File: config.mk
export PLATFORM = sky130hd
export DESIGN_NAME = seq_bcd_converter
export DESIGN_NICKNAME = d
export VERILOG_FILES = /design/src/rtl/seq_bcd_converter.sv
export SDC_FILE = /design/constraint.sdc
export NUM_CORES = 1
export LEC_CHECK = 0
export ABC_AREA = 1
export CAP_MARGIN = 20
export CORE_MARGIN = 4
export CORE_UTILIZATION = 30
export DETAILED_ROUTE_END_ITERATION = 7
export HOLD_SLACK_MARGIN = 0.02
export PLACE_DENSITY = 0.5
export SYNTH_ARGS = -nofsm -noshare
export SYNTH_HDL_FRONTEND = slang
export SYNTH_SLANG_ARGS = --single-unit
File: constraint.sdc
create_clock -name clk -period 1.7 [get_ports clk]
set_input_delay 0.34 -clock clk [delete_from_list [all_inputs] [get_ports clk]]
set_output_delay 0.34 -clock clk [all_outputs]
set_load 0.01 [all_outputs]
File: src/rtl/seq_bcd_converter.sv
// seq_bcd_converter: sequential double-dabble binary-to-BCD converter with leading-zero blanking
module seq_bcd_converter #(
  parameter int WIDTH = 16,
  parameter int LZ_BLANK = 1,
  parameter logic [4:0] BLANK = 5'h10
) (
  input  logic             clk,
  input  logic             rst,
  input  logic             start,
  input  logic [WIDTH-1:0] binary,
  output logic             busy,
  output logic             done,
  output logic [4:0]       D0,
  output logic [4:0]       D1,
  output logic [4:0]       D2,
  output logic [4:0]       D3,
  output logic [4:0]       D4
);
  localparam logic [1:0] IDLE = 2'd0, SHIFT = 2'd1, FINAL = 2'd2;
  localparam logic [4:0] LAST = 5'(WIDTH - 1);
  localparam logic [4:0] RB = (LZ_BLANK != 0) ? BLANK : 5'h00;
  logic [1:0] state_q, state_d;
  logic [WIDTH-1:0] bin_q, bin_d;
  logic [19:0] bcd_q, bcd_d, adj;
  logic [4:0] cnt_q, cnt_d;
  logic busy_q, busy_d, done_q, done_d;
  logic [24:0] dig_q, dig_d, fin;
  logic lead;
  always_comb begin
    adj = bcd_q;
    for (int i = 0; i < 5; i++)
      adj[4*i+:4] = (bcd_q[4*i+:4] >= 4'd5) ? bcd_q[4*i+:4] + 4'd3 : bcd_q[4*i+:4];
    // Blank from the top down until the first nonzero digit; D0 always shows
    lead = (LZ_BLANK != 0);
    fin = {20'd0, 1'b0, bcd_q[3:0]};
    for (int i = 4; i >= 1; i--) begin
      lead = lead && (bcd_q[4*i+:4] == 4'd0);
      fin[5*i+:5] = lead ? BLANK : {1'b0, bcd_q[4*i+:4]};
    end
    state_d = state_q;
    bin_d = bin_q;
    bcd_d = bcd_q;
    cnt_d = cnt_q;
    busy_d = busy_q;
    done_d = 1'b0;
    dig_d = dig_q;
    if (state_q == IDLE && start) begin
      bin_d = binary;
      bcd_d = 20'd0;
      cnt_d = 5'd0;
      busy_d = 1'b1;
      state_d = SHIFT;
    end else if (state_q == SHIFT) begin
      {bcd_d, bin_d} = {adj, bin_q} << 1;
      cnt_d = cnt_q + 5'd1;
      state_d = (cnt_q == LAST) ? FINAL : SHIFT;
    end else if (state_q == FINAL) begin
      dig_d = fin;
      done_d = 1'b1;
      busy_d = 1'b0;
      state_d = IDLE;
    end
  end
  always_ff @(posedge clk or negedge rst) begin
    if (!rst) begin
      state_q <= IDLE;
      bin_q <= '0;
      bcd_q <= 20'd0;
      cnt_q <= 5'd0;
      busy_q <= 1'b0;
      done_q <= 1'b0;
      dig_q <= {RB, RB, RB, RB, 5'h00};
    end else begin
      state_q <= state_d;
      bin_q <= bin_d;
      bcd_q <= bcd_d;
      cnt_q <= cnt_d;
      busy_q <= busy_d;
      done_q <= done_d;
      dig_q <= dig_d;
    end
  end
  assign busy = busy_q;
  assign done = done_q;
  assign D0 = dig_q[4:0];
  assign D1 = dig_q[9:5];
  assign D2 = dig_q[14:10];
  assign D3 = dig_q[19:15];
  assign D4 = dig_q[24:20];
endmodule
# [Word level (Yosys, flattened, before mapping)]
# Index checks and enable logic that the tools add are counted.
[classes] addsub=6 magnitude_cmp=5 eq_ne=4 muxes=25 n_bitwise=2 reduce_logical=14
[ops] op="$mux 20" count=2
[ops] op="$mux 16" count=2
[ops] op="$mux 5" count=6
[ops] op="$ge 4x3->1 const B" count=5
[ops] op="$add 4x2->4 const B" count=4
[ops] op="$logic_not 4->1" count=4
[ops] op="$mux 4" count=4
[ops] op="$mux 2" count=4
[ops] op="$mux 1" count=6
[ops] op="$add 5x1->5 const B" count=1
[ops] op="$eq 5x4->1 const B" count=1
[ops] op="$logic_and 1x1->1" count=4
[ops] op="$reduce_bool 2->1" count=2
[ops] op="$add 3x2->3 const B" count=1
[ops] op="$mux 3" count=1
[ops] op="$reduce_and 3->1" count=1
[ops] op="$reduce_bool 3->1" count=1
[ops] op="$eq 2x1->1 const B" count=1
[ops] op="$eq 2x2->1 const B" count=1
[ops] op="$logic_not 2->1" count=1
[ops] op="$ne 2x2->1 const B" count=1
[ops] op="$not 1->1" count=2
[ops] op="$reduce_and 2->1" count=1
[word_totals] register_bits=69 in_bits=19 out_inout_bits=27

# [Logic depth before layout (Yosys ltp)]
[logic_depth] depth_word=5 depth_mapped=9 depth_no_buf=9

# [Least setup slack after synthesis]
# No wires, ideal clock.
[synth_timing] path_kind="register -> register" from="reg bcd_q[16]" to="reg dig_q[10]" arrival_time_ns=1.166 t_required_ns=1.583 setup_slack_ns=0.417 stages_incl_launch_ff=8 n_path_buf=0 synth_period_minus_slack_ns=1.283 cell_sequence="dfrtp_1 > inv_1 > ha_1 > nand2_1 > nor2_2 > nand2_1 > nand3_1 > nand2_1"
[synth_via] elab_chain_len=4
[synth_rtl] element="start, declared" line="24" rtl="logic [19:0] bcd_q, bcd_d, adj;"
[synth_rtl] element="start signal, assigned" line="68" rtl="bcd_q <= 20'd0;"
[synth_rtl] element="start signal, assigned" line="76" rtl="bcd_q <= bcd_d;"
[synth_rtl] element="$logic_not 4->1" line="37" rtl="lead = lead && (bcd_q[4*i+:4] == 4'd0);"
[synth_rtl] element="$logic_and 1x1->1 (2 in a row)" line="37"
[synth_rtl] element="$mux 5" line="38" rtl="fin[5*i+:5] = lead ? BLANK : {1'b0, bcd_q[4*i+:4]};"
[synth_rtl] element="end signal, assigned" line="72" rtl="dig_q <= {RB, RB, RB, RB, 5'h00};"
[synth_rtl] element="end signal, assigned" line="80" rtl="dig_q <= dig_d;"
[synth_rtl] element="end, declared" line="27" rtl="logic [24:0] dig_q, dig_d, fin;"
# Every way passes these cells.
# A chain may end at the register's enable or synchronous reset.

# [Worst setup path in the final report]
[layout_timing] from="reg dig_q[18]" to="out D3[3]"
[layout_lines] element="end, declared" line="16" rtl="output logic [4:0] D3,"
# No word-level cell between the ends.

==> results.toml <==
[final_layout]
num_antenna_cells = 0
layout.cells.non_filler = 603
nets = 492
finish.instance_area_um2 = 4220
area_growth_pct = 25.5
drive_above_1_share_pct = 8.86
fin_util_pct = 38.8

[critical_path]
start_kind = "flip-flop"
path_buf_inv = 1
critical-path-max-stage-delay_ps = 540
critPathArrivalTime_ps = 1250
cp_slowest_cell = "clkdlybuf4s50_1"
critPathMaxFanout = 2
crit_path_cell_trace = "clkdlybuf4s50_1"
cp-end-kind = "primary output"
crit_family = "buffers and inverters"
critPathRequiredTime_ps = 1360
crit_type = "reg -> out"

[power]
ir_worst_vdd_mv = 0.571
p_leak_nw = 2.07
cellPowerDensity_nw_per_um2 = 1810
power.total_mw = 7.65

[die]
dieArea_um2 = 13000
core_area_um2 = 10900
die_w_um = 114
die_y_um = 114
fp-row-count = 38
io_pins = 46
initial_utilization_pct = 30.9

[routing]
drtIter0Drc = 190
drc = 0
via_count = 2807
ant_nets = 0
vias_per_cell = 4.66
firstDrtPassIters = 4
routedWlPerCell_um = 12.5
routed_wl_mm = 7.53

[sta]
layout_setup_ws_ps = 105
rsz0062_at_grt = "false"
period_minus_slack_ps = 1590
setup_tns_ps = 0
max_freq_mhz = 627
period_share_pct = 93.8
slew_headroom_pct = 59.7
skew_ps = 10.5
setup_viol = 0
tightest_slew_ps = 603
maxSlewViolCount = 0
hold_ws_ps = 466
finalHoldViolCount = 0

[placement]
place_ws_ps = 165
hpwl_mm = 5.21
place_area_um2 = 3990
port_buffers = 44
gp_congestion = 0.793
dp_cells = 586

[clock_tree]
clk_latency_ps = 340
cts_root_buf = "clkbuf_8"
clkSinkCount = 69
cts_tree = "done"
cts.path.max_buffers = 2
htree_levels = 3
cts.clk_slew.worst_paths_ps = 80
cts-buffers-inserted = 9

[global_route]
grt_pass1_wl_mm = 13.3
grt_pass1_vias = 2775
antenna_found_initial = 0
gr-usage-all-layers_pct = 12.8
gr-total-overflow = 0
grt_start_max_net_pins = 70

[synthesis]
synthCells = 405
syn_area_um2 = 3360
async_flop_share_pct = 100
ys_seq_elements = 69
avgSynthCellArea_um2 = 8.30
yosysUniqueCellTypes = 26
synth_ff_type = "dfrtp_1"
syn-num-nets = 439
synth_edf_count = 0
ys.warnings.count = 0
ys_seq_area_share_pct = 51.5

[status]
outcome = "complete, no violations"

[worst_hold_path]
hold_path_class = "reg -> reg"

[run]
maxCapViolations = 0
power by group:
part / leakage [nW] / switching, mW / internal (mW)
combinational: 1.10 / 2.04 / 1.38
clock: 0.112 / 0.637 / 0.863
sequential: 0.861 / 0.449 / 2.28
total: 2.07 / 3.12 / 4.53
cell usage in the layout (no fill, tap or decap), types with 3 or more instances in the layout:
cell	count
nand2_1	133
dfrtp_1	65
nand3_1	49
clkdlybuf4s50_1	39
inv_1	38
o21ai_0	28
nand4_1	19
ha_1	15
nor2_1	12
buf_4	11
clkbuf_8	10
o21ai_1	8
dfstp_2	4
dlygate4sd2_1	4
inv_2	3
clkinv_2	3
o22ai_1	3
sequential cells by signal, indices dropped and copies added (netlist names):
register,count
bin_q,16
done,1
dig_q,24
busy,1
bcd_q,20
state_q,2
cnt_q,5
Yosys cell counts, types with 2 or more instances:
cell type  count  area share (%)
o221ai_1       2            0.52
nand3_1       49             7.3
ha_1          15             5.6
inv_1         38             4.2
nand4_1       19             3.5
a21oi_1        2            0.30
o22ai_1        3            0.56
nand2_1      133              15
o21ai_1        7             1.0
inv_2          3            0.33
buf_4          5             1.1
o21ai_0       29             4.3
dfstp_2        4             3.1
dfrtp_1       65              48
buf_2          7             1.0
nor2_1        12             1.3
clkbuf_1       3            0.33
cells by family (layout without fill, tap and decap cells):
family          after synthesis  count (layout)  synth area share, %
other cells                   1               1                0.112
simple gates                217             217                 27.9
flops                        69              69                 51.5
buf+inv                      57             115                 7.22
fa+ha+maj                    15              15                 5.58
compound gates               45              45                 7.44
xor+xnor                      1               1                0.261
final timing paths:
check / startpoint / to / slack, ps / cells past startpoint
hold / removal: dig_q[19]$_DFFE_PN1P_ / dig_q[19]$_DFFE_PN1P_ / 470 / 2
setup reg to reg: bcd_q[16]$_DFFE_PN0P_ / dig_q[10]$_DFFE_PN0P_ / 190 / 7
min in group asynchronous: rst / bcd_q[0]$_DFFE_PN0P_ / 540 / 3
max in group asynchronous: rst / dig_q[14]$_DFFE_PN1P_ / 820 / 3
setup / recovery: dig_q[18]$_DFFE_PN0P_ / D3[3] / 110 / 1
hold reg to reg: dig_q[19]$_DFFE_PN1P_ / dig_q[19]$_DFFE_PN1P_ / 470 / 2
metal layers:
layer | track usage, % | up-vias | wire [um]
met3 | 3.55 | 9 | 344
li1 | - | 1428 | -
met1 | 17.8 | 1304 | 3820
met4 | 5.23 | 0 | 101
met2 | 18.8 | 66 | 3260
met5 | 0 | - | 0
repair_timing:
| action | CTS | global route |
|---|---|---|
| setup buffers | 0 | 0 |
| gates resized for setup | 4 | 1 |
| hold buffers | 1 | 0 |
| setup endpoints to repair | 4 | 1 |
| endpoints found under the hold margin | 8 | 0 |
cell type report:
cell class,count,area [um^2]
timing repair buffer,57,543
inverter,42,159
clock buffer,10,138
sequential,69,1730
multi-input combinational,279,1390
fill,1136,6670
clock inverter,6,86.3
tap,140,175
(Power assumes the default switching activity.)
